File: src/rtl/ram_dp_pkg.sv
// Shared types and constants for the parametrised dual-port RAM.
//   state_t          : clear-sequencer FSM state (CLEAR, RUN)
//   RDW_*            : same-port read-during-write mode selectors
//   READ_LAT_*       : legal read-latency values
package ram_dp_pkg;

    typedef enum logic {
        CLEAR = 1'b0,
        RUN   = 1'b1
    } state_t;

    localparam int RDW_WRITE_FIRST = 0;
    localparam int RDW_READ_FIRST  = 1;

    localparam int READ_LAT_1 = 1;
    localparam int READ_LAT_2 = 2;

endpackage

File: src/rtl/ram_dp_param_if.sv
// Bus interface for ram_dp_param: both request ports plus status outputs.
//   EN_X/WE_X/ADDR_X/DATA_X : request from master X (A or B)
//   Q_X/VALID_X             : read result and its strobe
//   BUSY, COLL              : clear in progress, write/write collision pulse
//   PERR_X                  : parity error flags (only with RAM_DP_PARITY_EN)
interface ram_dp_param_if #(
    parameter int DATA_W = 8,
    parameter int ADDR_W = 6
) ();
    logic              EN_A;
    logic              WE_A;
    logic [ADDR_W-1:0] ADDR_A;
    logic [DATA_W-1:0] DATA_A;
    logic [DATA_W-1:0] Q_A;
    logic              VALID_A;

    logic              EN_B;
    logic              WE_B;
    logic [ADDR_W-1:0] ADDR_B;
    logic [DATA_W-1:0] DATA_B;
    logic [DATA_W-1:0] Q_B;
    logic              VALID_B;

    logic              BUSY;
    logic              COLL;

`ifdef RAM_DP_PARITY_EN
    logic              PERR_A;
    logic              PERR_B;

    modport master (
        output EN_A, WE_A, ADDR_A, DATA_A, EN_B, WE_B, ADDR_B, DATA_B,
        input  Q_A, VALID_A, Q_B, VALID_B, BUSY, COLL, PERR_A, PERR_B
    );
    modport slave (
        input  EN_A, WE_A, ADDR_A, DATA_A, EN_B, WE_B, ADDR_B, DATA_B,
        output Q_A, VALID_A, Q_B, VALID_B, BUSY, COLL, PERR_A, PERR_B
    );
`else
    modport master (
        output EN_A, WE_A, ADDR_A, DATA_A, EN_B, WE_B, ADDR_B, DATA_B,
        input  Q_A, VALID_A, Q_B, VALID_B, BUSY, COLL
    );
    modport slave (
        input  EN_A, WE_A, ADDR_A, DATA_A, EN_B, WE_B, ADDR_B, DATA_B,
        output Q_A, VALID_A, Q_B, VALID_B, BUSY, COLL
    );
`endif
endinterface

File: src/rtl/ram_dp_port_pipe.sv
// Per-port read pipeline: selects write-through or old data, registers it
// into Q with a VALID strobe, and adds a second stage when READ_LAT = 2.
// Optional macro RAM_DP_PARITY_EN adds a PERR flag aligned with VALID.
//   CLK, RST : clock, async active-high reset
//   acc, we  : request accepted this cycle / it is a write
//   wdata    : write data of the request
//   rdata    : stored word at the request address before the edge
//   q, valid : read result and strobe
//   perr     : parity mismatch on a read (parity build only)
module ram_dp_port_pipe
    import ram_dp_pkg::*;
#(
    parameter int DATA_W   = 8,
    parameter int MEM_W    = 8,
    parameter int READ_LAT = 1,
    parameter int RDW_MODE = 0
) (
    input  logic              CLK,
    input  logic              RST,
    input  logic              acc,
    input  logic              we,
    input  logic [DATA_W-1:0] wdata,
    input  logic [MEM_W-1:0]  rdata,
    output logic [DATA_W-1:0] q,
    output logic              valid
`ifdef RAM_DP_PARITY_EN
    ,
    output logic              perr
`endif
);
    logic [DATA_W-1:0] sel_data;
    logic [DATA_W-1:0] q1;
    logic              valid1;

    assign sel_data = (we && (RDW_MODE == RDW_WRITE_FIRST)) ? wdata : rdata[DATA_W-1:0];

    always_ff @(posedge CLK or posedge RST) begin
        if (RST) begin
            q1     <= '0;
            valid1 <= 1'b0;
        end else begin
            valid1 <= acc;
            if (acc) q1 <= sel_data;
        end
    end

`ifdef RAM_DP_PARITY_EN
    // Stored word carries even parity, so a read is bad when the XOR of all
    // stored bits is 1. Writes never flag.
    logic perr1;

    always_ff @(posedge CLK or posedge RST) begin
        if (RST) perr1 <= 1'b0;
        else     perr1 <= acc && !we && (^rdata);
    end
`endif

    generate
        if (READ_LAT == READ_LAT_2) begin : g_lat2
            logic [DATA_W-1:0] q2;
            logic              valid2;

            always_ff @(posedge CLK or posedge RST) begin
                if (RST) begin
                    q2     <= '0;
                    valid2 <= 1'b0;
                end else begin
                    valid2 <= valid1;
                    if (valid1) q2 <= q1;
                end
            end

            assign q     = q2;
            assign valid = valid2;

`ifdef RAM_DP_PARITY_EN
            logic perr2;

            always_ff @(posedge CLK or posedge RST) begin
                if (RST) perr2 <= 1'b0;
                else     perr2 <= perr1;
            end

            assign perr = perr2;
`endif
        end else begin : g_lat1
            assign q     = q1;
            assign valid = valid1;
`ifdef RAM_DP_PARITY_EN
            assign perr  = perr1;
`endif
        end
    endgenerate

endmodule

File: src/rtl/ram_dp_param.sv
// Parametrised true dual-port synchronous RAM with post-reset clear,
// write/write collision arbitration (port A wins) and per-port read pipes.
// Optional macro RAM_DP_PARITY_EN stores an even-parity bit per word.
//   CLK, RST : clock, async active-high reset
//   bus      : ram_dp_param_if slave (requests, Q/VALID, BUSY, COLL, PERR)
//
//   state | meaning
//   ------+-------------------------------------------------------------
//   CLEAR | zeroing mem[ptr] each cycle, BUSY = 1, port requests ignored
//   RUN   | normal operation, terminal until next reset
module ram_dp_param
    import ram_dp_pkg::*;
#(
    parameter int DATA_W   = 8,
    parameter int ADDR_W   = 6,
    parameter int READ_LAT = 1,
    parameter int RDW_MODE = 0
) (
    input logic           CLK,
    input logic           RST,
    ram_dp_param_if.slave bus
);
    localparam int DEPTH = 2 ** ADDR_W;
`ifdef RAM_DP_PARITY_EN
    localparam int MEM_W = DATA_W + 1;
`else
    localparam int MEM_W = DATA_W;
`endif
    localparam logic [ADDR_W-1:0] PTR_LAST = {ADDR_W{1'b1}};

    logic [MEM_W-1:0]  mem [DEPTH];
    state_t            state, next_state;
    logic [ADDR_W-1:0] ptr, next_ptr;
    logic              busy;
    logic              acc_a, acc_b, wr_a, wr_b, coll_now, coll_q;
    logic [MEM_W-1:0]  wword_a, wword_b, rd_a, rd_b;

    always_ff @(posedge CLK or posedge RST) begin
        if (RST) begin
            state <= CLEAR;
            ptr   <= '0;
        end else begin
            state <= next_state;
            ptr   <= next_ptr;
        end
    end

    always_comb begin
        next_state = state;
        next_ptr   = ptr;
        case (state)
            CLEAR: begin
                next_ptr = ptr + ADDR_W'(1);
                if (ptr == PTR_LAST) next_state = RUN;
            end
            RUN: next_state = RUN;
            default: next_state = CLEAR;
        endcase
    end

    assign busy     = (state == CLEAR);
    assign acc_a    = bus.EN_A && !busy;
    assign acc_b    = bus.EN_B && !busy;
    assign wr_a     = acc_a && bus.WE_A;
    assign wr_b     = acc_b && bus.WE_B;
    assign coll_now = wr_a && wr_b && (bus.ADDR_A == bus.ADDR_B);

`ifdef RAM_DP_PARITY_EN
    assign wword_a = {^bus.DATA_A, bus.DATA_A};
    assign wword_b = {^bus.DATA_B, bus.DATA_B};
`else
    assign wword_a = bus.DATA_A;
    assign wword_b = bus.DATA_B;
`endif

    // Asynchronous read of the pre-edge contents feeds both pipes, so the
    // cross-port reader and read-first mode both see the old word.
    assign rd_a = mem[bus.ADDR_A];
    assign rd_b = mem[bus.ADDR_B];

    // The array has no reset; the CLEAR sequence initialises it.
    always_ff @(posedge CLK) begin
        if (busy) begin
            mem[ptr] <= '0;
        end else begin
            if (wr_b && !coll_now) mem[bus.ADDR_B] <= wword_b;
            if (wr_a)              mem[bus.ADDR_A] <= wword_a;
        end
    end

    always_ff @(posedge CLK or posedge RST) begin
        if (RST) coll_q <= 1'b0;
        else     coll_q <= coll_now;
    end

    assign bus.BUSY = busy;
    assign bus.COLL = coll_q;

    ram_dp_port_pipe #(
        .DATA_W(DATA_W), .MEM_W(MEM_W), .READ_LAT(READ_LAT), .RDW_MODE(RDW_MODE)
    ) u_pipe_a (
        .CLK   (CLK),
        .RST   (RST),
        .acc   (acc_a),
        .we    (bus.WE_A),
        .wdata (bus.DATA_A),
        .rdata (rd_a),
        .q     (bus.Q_A),
        .valid (bus.VALID_A)
`ifdef RAM_DP_PARITY_EN
        ,
        .perr  (bus.PERR_A)
`endif
    );

    ram_dp_port_pipe #(
        .DATA_W(DATA_W), .MEM_W(MEM_W), .READ_LAT(READ_LAT), .RDW_MODE(RDW_MODE)
    ) u_pipe_b (
        .CLK   (CLK),
        .RST   (RST),
        .acc   (acc_b),
        .we    (bus.WE_B),
        .wdata (bus.DATA_B),
        .rdata (rd_b),
        .q     (bus.Q_B),
        .valid (bus.VALID_B)
`ifdef RAM_DP_PARITY_EN
        ,
        .perr  (bus.PERR_B)
`endif
    );

endmodule

File: src/flat_wrapper.sv
// flat-port wrapper written by rule: the top's interface ports become plain ports
module ram_dp_param_flat import ram_dp_pkg::*;
#(
    parameter int DATA_W   = 8,
    parameter int ADDR_W   = 6,
    parameter int READ_LAT = 1,
    parameter int RDW_MODE = 0
)
  (CLK, RST, bus_EN_A, bus_WE_A, bus_ADDR_A, bus_DATA_A, bus_EN_B, bus_WE_B, bus_ADDR_B, bus_DATA_B, bus_Q_A, bus_VALID_A, bus_Q_B, bus_VALID_B, bus_BUSY, bus_COLL);
  ram_dp_param_if #(.DATA_W(DATA_W), .ADDR_W(ADDR_W)) bus_i ();
  input logic CLK;
  input logic RST;
  input wire logic [$bits(bus_i.EN_A)-1:0] bus_EN_A;
  input wire logic [$bits(bus_i.WE_A)-1:0] bus_WE_A;
  input wire logic [$bits(bus_i.ADDR_A)-1:0] bus_ADDR_A;
  input wire logic [$bits(bus_i.DATA_A)-1:0] bus_DATA_A;
  input wire logic [$bits(bus_i.EN_B)-1:0] bus_EN_B;
  input wire logic [$bits(bus_i.WE_B)-1:0] bus_WE_B;
  input wire logic [$bits(bus_i.ADDR_B)-1:0] bus_ADDR_B;
  input wire logic [$bits(bus_i.DATA_B)-1:0] bus_DATA_B;
  output wire logic [$bits(bus_i.Q_A)-1:0] bus_Q_A;
  output wire logic [$bits(bus_i.VALID_A)-1:0] bus_VALID_A;
  output wire logic [$bits(bus_i.Q_B)-1:0] bus_Q_B;
  output wire logic [$bits(bus_i.VALID_B)-1:0] bus_VALID_B;
  output wire logic [$bits(bus_i.BUSY)-1:0] bus_BUSY;
  output wire logic [$bits(bus_i.COLL)-1:0] bus_COLL;
  assign bus_i.EN_A = bus_EN_A;
  assign bus_i.WE_A = bus_WE_A;
  assign bus_i.ADDR_A = bus_ADDR_A;
  assign bus_i.DATA_A = bus_DATA_A;
  assign bus_i.EN_B = bus_EN_B;
  assign bus_i.WE_B = bus_WE_B;
  assign bus_i.ADDR_B = bus_ADDR_B;
  assign bus_i.DATA_B = bus_DATA_B;
  assign bus_Q_A = bus_i.Q_A;
  assign bus_VALID_A = bus_i.VALID_A;
  assign bus_Q_B = bus_i.Q_B;
  assign bus_VALID_B = bus_i.VALID_B;
  assign bus_BUSY = bus_i.BUSY;
  assign bus_COLL = bus_i.COLL;
  ram_dp_param #(.DATA_W(DATA_W), .ADDR_W(ADDR_W), .READ_LAT(READ_LAT), .RDW_MODE(RDW_MODE)) u_core (.CLK(CLK), .RST(RST), .bus(bus_i));
endmodule
File: config.mk
export PLATFORM = sky130hd
export DESIGN_NAME = ram_dp_param_flat
export DESIGN_NICKNAME = d
export VERILOG_FILES = /design/src/rtl/ram_dp_pkg.sv /design/src/rtl/ram_dp_param_if.sv /design/src/rtl/ram_dp_port_pipe.sv /design/src/rtl/ram_dp_param.sv /design/src/flat_wrapper.sv
export SDC_FILE = /design/constraint.sdc
export NUM_CORES = 1
export LEC_CHECK = 0
export BUFFER_PORTS_ARGS = -buffer_cell sky130_fd_sc_hd__buf_2
export CAP_MARGIN = 10
export CORE_ASPECT_RATIO = 1.5
export CORE_UTILIZATION = 62
export CTS_BUF_LIST = sky130_fd_sc_hd__clkbuf_8
export DETAILED_ROUTE_END_ITERATION = 7
export GPL_TIMING_DRIVEN = 0
export PLACE_DENSITY_LB_ADDON = 0.12
export REMOVE_ABC_BUFFERS = 1
export SETUP_SLACK_MARGIN = 0.1
export SLEW_MARGIN = 40
export SYNTH_ARGS = -nofsm -noshare
export SYNTH_HDL_FRONTEND = slang
export SYNTH_SLANG_ARGS = --single-unit
File: constraint.sdc
create_clock -name CLK -period 4.35 [get_ports CLK]
set_input_delay 0.2175 -clock CLK [delete_from_list [all_inputs] [get_ports CLK]]
set_output_delay 0.2175 -clock CLK [all_outputs]
set_load 0.02 [all_outputs]
==> impl_metrics.json, run 1 <==
{
  "routedWlPerCell_um": 34.7,
  "crit_path_start_kind": "register",
  "ys_seq_area_frac": 0.507,
  "maxSlewViolCount": 0,
  "tns_ns": 0,
  "root_buffer": "clkbuf_8",
  "timing.rr.start": "u_core.state",
  "synth_edf_count": 512,
  "drv_cap": 0,
  "die_area_mm2": 0.0519,
  "finalClockSkew_ns": 0.0443,
  "p_per_area_mw_per_mm2": 303,
  "outcome": "finished clean",
  "p_leak_nw": 10.0,
  "hpwl_mm": 78.6,
  "ant_nets": 0,
  "track_usage": 0.477,
  "fp.dieH_um": 278,
  "final_hold_viol_count": 0,
  "syn_area_mm2": 0.0316,
  "hold_path_depth": 3,
  "place_area_mm2": 0.0332,
  "yosys-top-cells-count": "nand2_1 (612), o21ai_0 (545), edfxtp_1 (512)",
  "max_slew_margin": 0.331,
  "setup_viol": 0,
  "start_util": 0.633,
  "drt_iter0_markers": 4667,
  "die_w_um": 186,
  "std_cell_rows": 100,
  "wirelength_mm": 121,
  "cp_max_fo": 12,
  "path_cells": "nand2_1, inv_1, nand2_1, a41oi_4, buf_8, buf_6, nor3_1, a31oi_4, o22ai_1, buf_2",
  "cts_tree": "built",
  "syn_area_per_cell_um2": 10.9,
  "worstSetupEndpointType": "register",
  "grt_antenna_before_repair": 6,
  "hold-path-endpoint": "u_core.u_pipe_a.q[5]",
  "boundaryPins": 54,
  "area_growth_pct": 10.2,
  "h-tree-depth": 3,
  "core-area_mm2": 0.0499,
  "rsz0062_at_grt": "no",
  "hold_path.class": "input port to register",
  "port_buffers": 53,
  "cts_setup_buffers": 0,
  "holdCritStartpoint": "bus_ADDR_A[3]",
  "synth_warnings": 0,
  "yosysTopAreaCell": "edfxtp_1",
  "critPathMaxStageDelay_ns": 0.73,
  "crit_start": "u_core.state",
  "post-route-cell-area_mm2": 0.0348,
  "viasPerCell": 7.63,
  "r2r_slack_ns": 0.1,
  "grt_pass1_wl_mm": 173,
  "r2r_cells": 10,
  "grt_pass1_vias": 25559,
  "critical-path-slowest-cell": "a31oi_4",
  "async_flop_share": 0.0483,
  "cpMostUsedCell": "nand2_1",
  "place_congestion": 0.992,
  "numClockSinks": 538,
  "post_cts_resized": 0,
  "drc": 0,
  "drive_gt1_frac": 0.214,
  "yosysMostFrequentCell": "nand2_1",
  "grt_overflow": 0,
  "grt_max_degree": 66,
  "clk_path_buf_depth": 3,
  "final_nets": 2801,
  "via_count": 26647,
  "ys_top_cells_by_area": "edfxtp_1 (49%), mux4_2 (12%), o21ai_0 (8.6%)",
  "synth_seq_cells": 538,
  "finalPower_w": 0.0105,
  "cp.arrival_ns": 4.71,
  "fmaxAchievable_mhz": 235,
  "cts_made_buffers": 80,
  "path_class": "register to register",
  "fin_crit_ns": 4.25,
  "clk_pin_slew_ns": 0.07,
  "synth_top_cell_area_share": 0.487,
  "insertion_delay_ns": 0.74,
  "synthFlopType": "edfxtp_1",
  "yosysUniqueCellTypes": 66,
  "reg2reg_to": "u_core.mem[22][6]",
  "path_delay_family": "compound AO/OA/AOI/OAI gates",
  "dr.pass1.iters": 6,
  "fin_crit_sh": 0.978,
  "ctsHoldBuffers": 12,
  "netlist_instances": 2892,
  "path_buf_inv": 4,
  "vdd_drop_max_mv": 0.224,
  "worst_pin_slew_ns": 0.997,
  "crit_required_ns": 4.81
}
-- cells in the final DEF (no fill, tap or decap), drive strengths merged, types with 8 or more instances in the layout --
| cell | netlist | final |
|---|---|---|
| clkinv | 1 | 32 |
| dfrtp | 26 | 26 |
| a21oi | 38 | 38 |
| a22oi | 40 | 40 |
| nand3b | 12 | 12 |
| mux2i | 78 | 78 |
| o221ai | 10 | 10 |
| inv | 13 | 37 |
| and2 | 9 | 9 |
| o22ai | 74 | 74 |
| mux2 | 56 | 56 |
| nand3 | 16 | 16 |
| edfxtp | 512 | 512 |
| a221o | 8 | 8 |
| o21bai | 24 | 24 |
| nor2 | 89 | 89 |
| nor3 | 38 | 38 |
| mux4 | 169 | 169 |
| nand2 | 612 | 612 |
| dlygate4sd3 | 0 | 13 |
| o21ai | 546 | 546 |
| a221oi | 76 | 76 |
| a31oi | 21 | 21 |
| buf | 102 | 100 |
| nor2b | 11 | 11 |
| clkbuf | 220 | 84 |
-- report_power, final --
| part | switching, W | internal, W | leakage (nW) |
|---|---|---|---|
| logic | 0.000653 | 0.000272 | 5.28 |
| registers | 0 | 0.00558 | 3.91 |
| clock network | 0.00212 | 0.00189 | 0.820 |
| total | 0.00278 | 0.00775 | 10.0 |
-- tightest hold or removal path: cells and delay by family --
kind | cells | cell delay, ns
buf+inv | 1 | 0.24
simple gates | 1 | 0.18
compound gates | 1 | 0.10
-- registers in the layout (all words and copies together) (netlist names) --
name                   count
u_core.u_pipe_b.valid      1
u_core.bus.COLL            1
u_core.u_pipe_a.q          8
u_core.state               1
u_core.u_pipe_a.valid      1
u_core.mem               512
u_core.ptr                 6
u_core.u_pipe_b.q          8
-- layer usage --
metal  track usage  part of all wire
met5             0           0.00026
met4         0.382              0.10
met3         0.146              0.14
met2         0.711              0.44
met1         0.569              0.31
-- how the worst max path moves through the flow --
stage	to	cells after the start	slack, ns
floorplan	u_core.mem[63][0]	6	1.06
global placement	u_core.mem[1][2]	5	-5.07
detailed placement	u_core.mem[16][6]	10	0.22
CTS	u_core.mem[37][5]	9	0.41
global route	u_core.mem[22][5]	10	0.15
finish	u_core.mem[22][6]	10	0.1
-- cell families after synthesis --
family,synth area share
AO/OA/AOI/OAI,0.169
AND/OR/NAND/NOR,0.108
flip-flops,0.507
buffers and inverters,0.0466
multiplexers,0.166
XOR/XNOR,0.00305
adder cells (fa/ha/maj),0.000396
-- final cells by class --
type,instances,area (µm²)
Timing Repair Buffer,114,1400
Clock buffer,83,1140
Clock inverter,61,312
Sequential cell,538,16000
Multi-Input combinational cell,2018,15000
Tap cell,663,830
Antenna cell,3,7.51
Fill cell,3627,15100
Inverter,14,62.6
-- stage by stage --
| stage | std cells | worst slack (ns) | util | hold WS (ns) |
|---|---|---|---|---|
| after floorplan | 2570 | 1.06 | - | 0.258 |
| after global placement | 3286 | -5.07 | 0.626 | 0.511 |
| after detailed placement | 3332 | 0.218 | 0.664 | 0.347 |
| after CTS | 3488 | 0.406 | 0.696 | 0.000846 |
| after global routing | 3492 | 0.150 | 0.697 | 0.0588 |
| final | 3494 | 0.0962 | 0.697 | 0.0476 |
(Power assumes the default switching activity.)
==> run 2: changes to the inputs <==
--- a/config.mk
+++ b/config.mk
@@ -9,12 +9,10 @@
 export CAP_MARGIN = 10
 export CORE_ASPECT_RATIO = 1.5
 export CORE_UTILIZATION = 62
-export CTS_BUF_LIST = sky130_fd_sc_hd__clkbuf_8
 export DETAILED_ROUTE_END_ITERATION = 7
 export GPL_TIMING_DRIVEN = 0
 export PLACE_DENSITY_LB_ADDON = 0.12
 export REMOVE_ABC_BUFFERS = 1
-export SETUP_SLACK_MARGIN = 0.1
 export SLEW_MARGIN = 40
 export SYNTH_ARGS = -nofsm -noshare
 export SYNTH_HDL_FRONTEND = slang
==> impl_metrics.json, run 2 (same netlist as run 1, synthesis figures left out) <==
{
  "grt_pass1_vias": 25306,
  "ctsHoldBuffers": 4,
  "fp.dieH_um": 278,
  "final_cells": 3434,
  "crit_path_start_kind": "register",
  "hold_path_depth": 3,
  "grt_pass1_wl_mm": 173,
  "hold-path-endpoint": "u_core.u_pipe_b.q[6]",
  "finalClockSkew_ns": 0.0249,
  "final_nets": 2763,
  "cts_made_buffers": 51,
  "drive_gt1_frac": 0.208,
  "numClockSinks": 538,
  "final_hold_viol_count": 0,
  "numPlacedInstances": 3332,
  "via_count": 26354,
  "fmaxAchievable_mhz": 240,
  "viasPerCell": 7.67,
  "root_buffer": "clkbuf_16",
  "final_cell_mix": "nand2_1 (598), o21ai_0 (545), edfxtp_1 (512)",
  "max_slew_margin": 0.300,
  "cts_setup_buffers": 0,
  "wirelength_mm": 121,
  "fillers": 3559,
  "area_growth_pct": 10.4,
  "grt_antenna_before_repair": 10,
  "track_usage": 0.476,
  "timing.rr.start": "u_core.state",
  "cts_tree": "built",
  "drv_cap": 0,
  "start_util": 0.633,
  "port_buffers": 53,
  "fin_crit_sh": 0.959,
  "p_per_area_mw_per_mm2": 315,
  "worst_pin_slew_ns": 1.04,
  "drc": 0,
  "hpwl_mm": 78.6,
  "maxSlewViolCount": 0,
  "core-area_mm2": 0.0499,
  "outcome": "finished clean",
  "clk_pin_slew_ns": 0.07,
  "clk_path_buf_depth": 3,
  "post_cts_resized": 0,
  "h-tree-depth": 2,
  "mostFrequentLayoutCell": "nand2_1",
  "drt_iter0_markers": 4382,
  "place_area_mm2": 0.0332,
  "setup_viol": 0,
  "dr.pass1.iters": 7,
  "holdCritStartpoint": "bus_DATA_B[6]",
  "crit_required_ns": 4.71,
  "ant_nets": 0,
  "post-route-cell-area_mm2": 0.0349,
  "p_leak_nw": 9.93,
  "routedWlPerCell_um": 35.2,
  "r2r_cells": 10,
  "reg2reg_to": "u_core.mem[22][6]",
  "cp.arrival_ns": 4.53,
  "worstSetupEndpointType": "register",
  "hold_path.class": "input port to register",
  "die_w_um": 186,
  "largest_reg_flops": 512,
  "grt_overflow": 0,
  "vdd_drop_max_mv": 0.346,
  "r2r_slack_ns": 0.18,
  "place_congestion": 0.992,
  "die_area_mm2": 0.0519,
  "rsz0062_at_grt": "no",
  "std_cell_rows": 100,
  "cp_max_fo": 12,
  "fin_crit_ns": 4.17,
  "insertion_delay_ns": 0.61,
  "path_class": "register to register",
  "grt_max_degree": 66,
  "largest-register": "u_core.mem",
  "boundaryPins": 54
}
run 2: cell type report:
| cell class | instances | area [µm²] | share of cell area |
|---|---|---|---|
| Antenna cell | 3 | 7.51 | 0.000215 |
| Timing Repair Buffer | 105 | 1320 | 0.0377 |
| Tap cell | 663 | 830 | 0.0238 |
| Sequential cell | 538 | 16000 | 0.460 |
| Clock inverter | 26 | 214 | 0.00614 |
| Inverter | 14 | 62.6 | 0.00179 |
| Clock buffer | 67 | 1380 | 0.0396 |
| Multi-Input combinational cell | 2018 | 15000 | 0.431 |
run 2: worst max path at each step:
stage	startpoint	end	depth (start not counted)
final	u_core.state	u_core.mem[22][6]	10
after global routing	u_core.state	u_core.mem[45][5]	9
after CTS	u_core.state	u_core.mem[57][1]	8
after detailed placement	bus_ADDR_A[2]	u_core.mem[16][6]	10
after global placement	bus_ADDR_A[1]	u_core.mem[1][2]	5
after floorplan	u_core.state	u_core.mem[63][0]	6
run 2: metrics by stage:
step	setup WS [ns]	setup TNS [ns]	power, W	utilization	hold slack (ns)
2_1_floorplan	1.06	0	0.00598	-	0.258
3_3_place_gp	-5.07	-4332.05	0.00648	0.626	0.511
3_5_place_dp	0.218	0	0.00656	0.664	0.347
4_1_cts	0.399	0	0.0109	0.697	0.00294
5_1_grt	0.172	0	0.0111	0.698	0.0261
6_report	0.179	0	0.0110	0.698	0.00833
run 2: report_power, final:
part / switching [W] / internal, W
logic: 0.000652 / 0.000270
registers: 0 / 0.00558
clock network: 0.00202 / 0.00245
total: 0.00267 / 0.00831
run 2: layer usage:
metal / share of wire / track usage
met2: 0.44 / 0.706
met5: 0.00070 / 0.00585
met1: 0.31 / 0.569
met3: 0.14 / 0.148
met4: 0.10 / 0.383
run 2: worst max-delay path: stages, from the launching register on:
cell     delay [ns]
dfrtp_1        0.66
nand2_1        0.32
inv_1          0.35
nand2_1        0.24
a41oi_4        0.50
buf_8          0.24
buf_6          0.19
nor3_1         0.09
a31oi_4        0.69
o22ai_1        0.35
buf_2          0.28
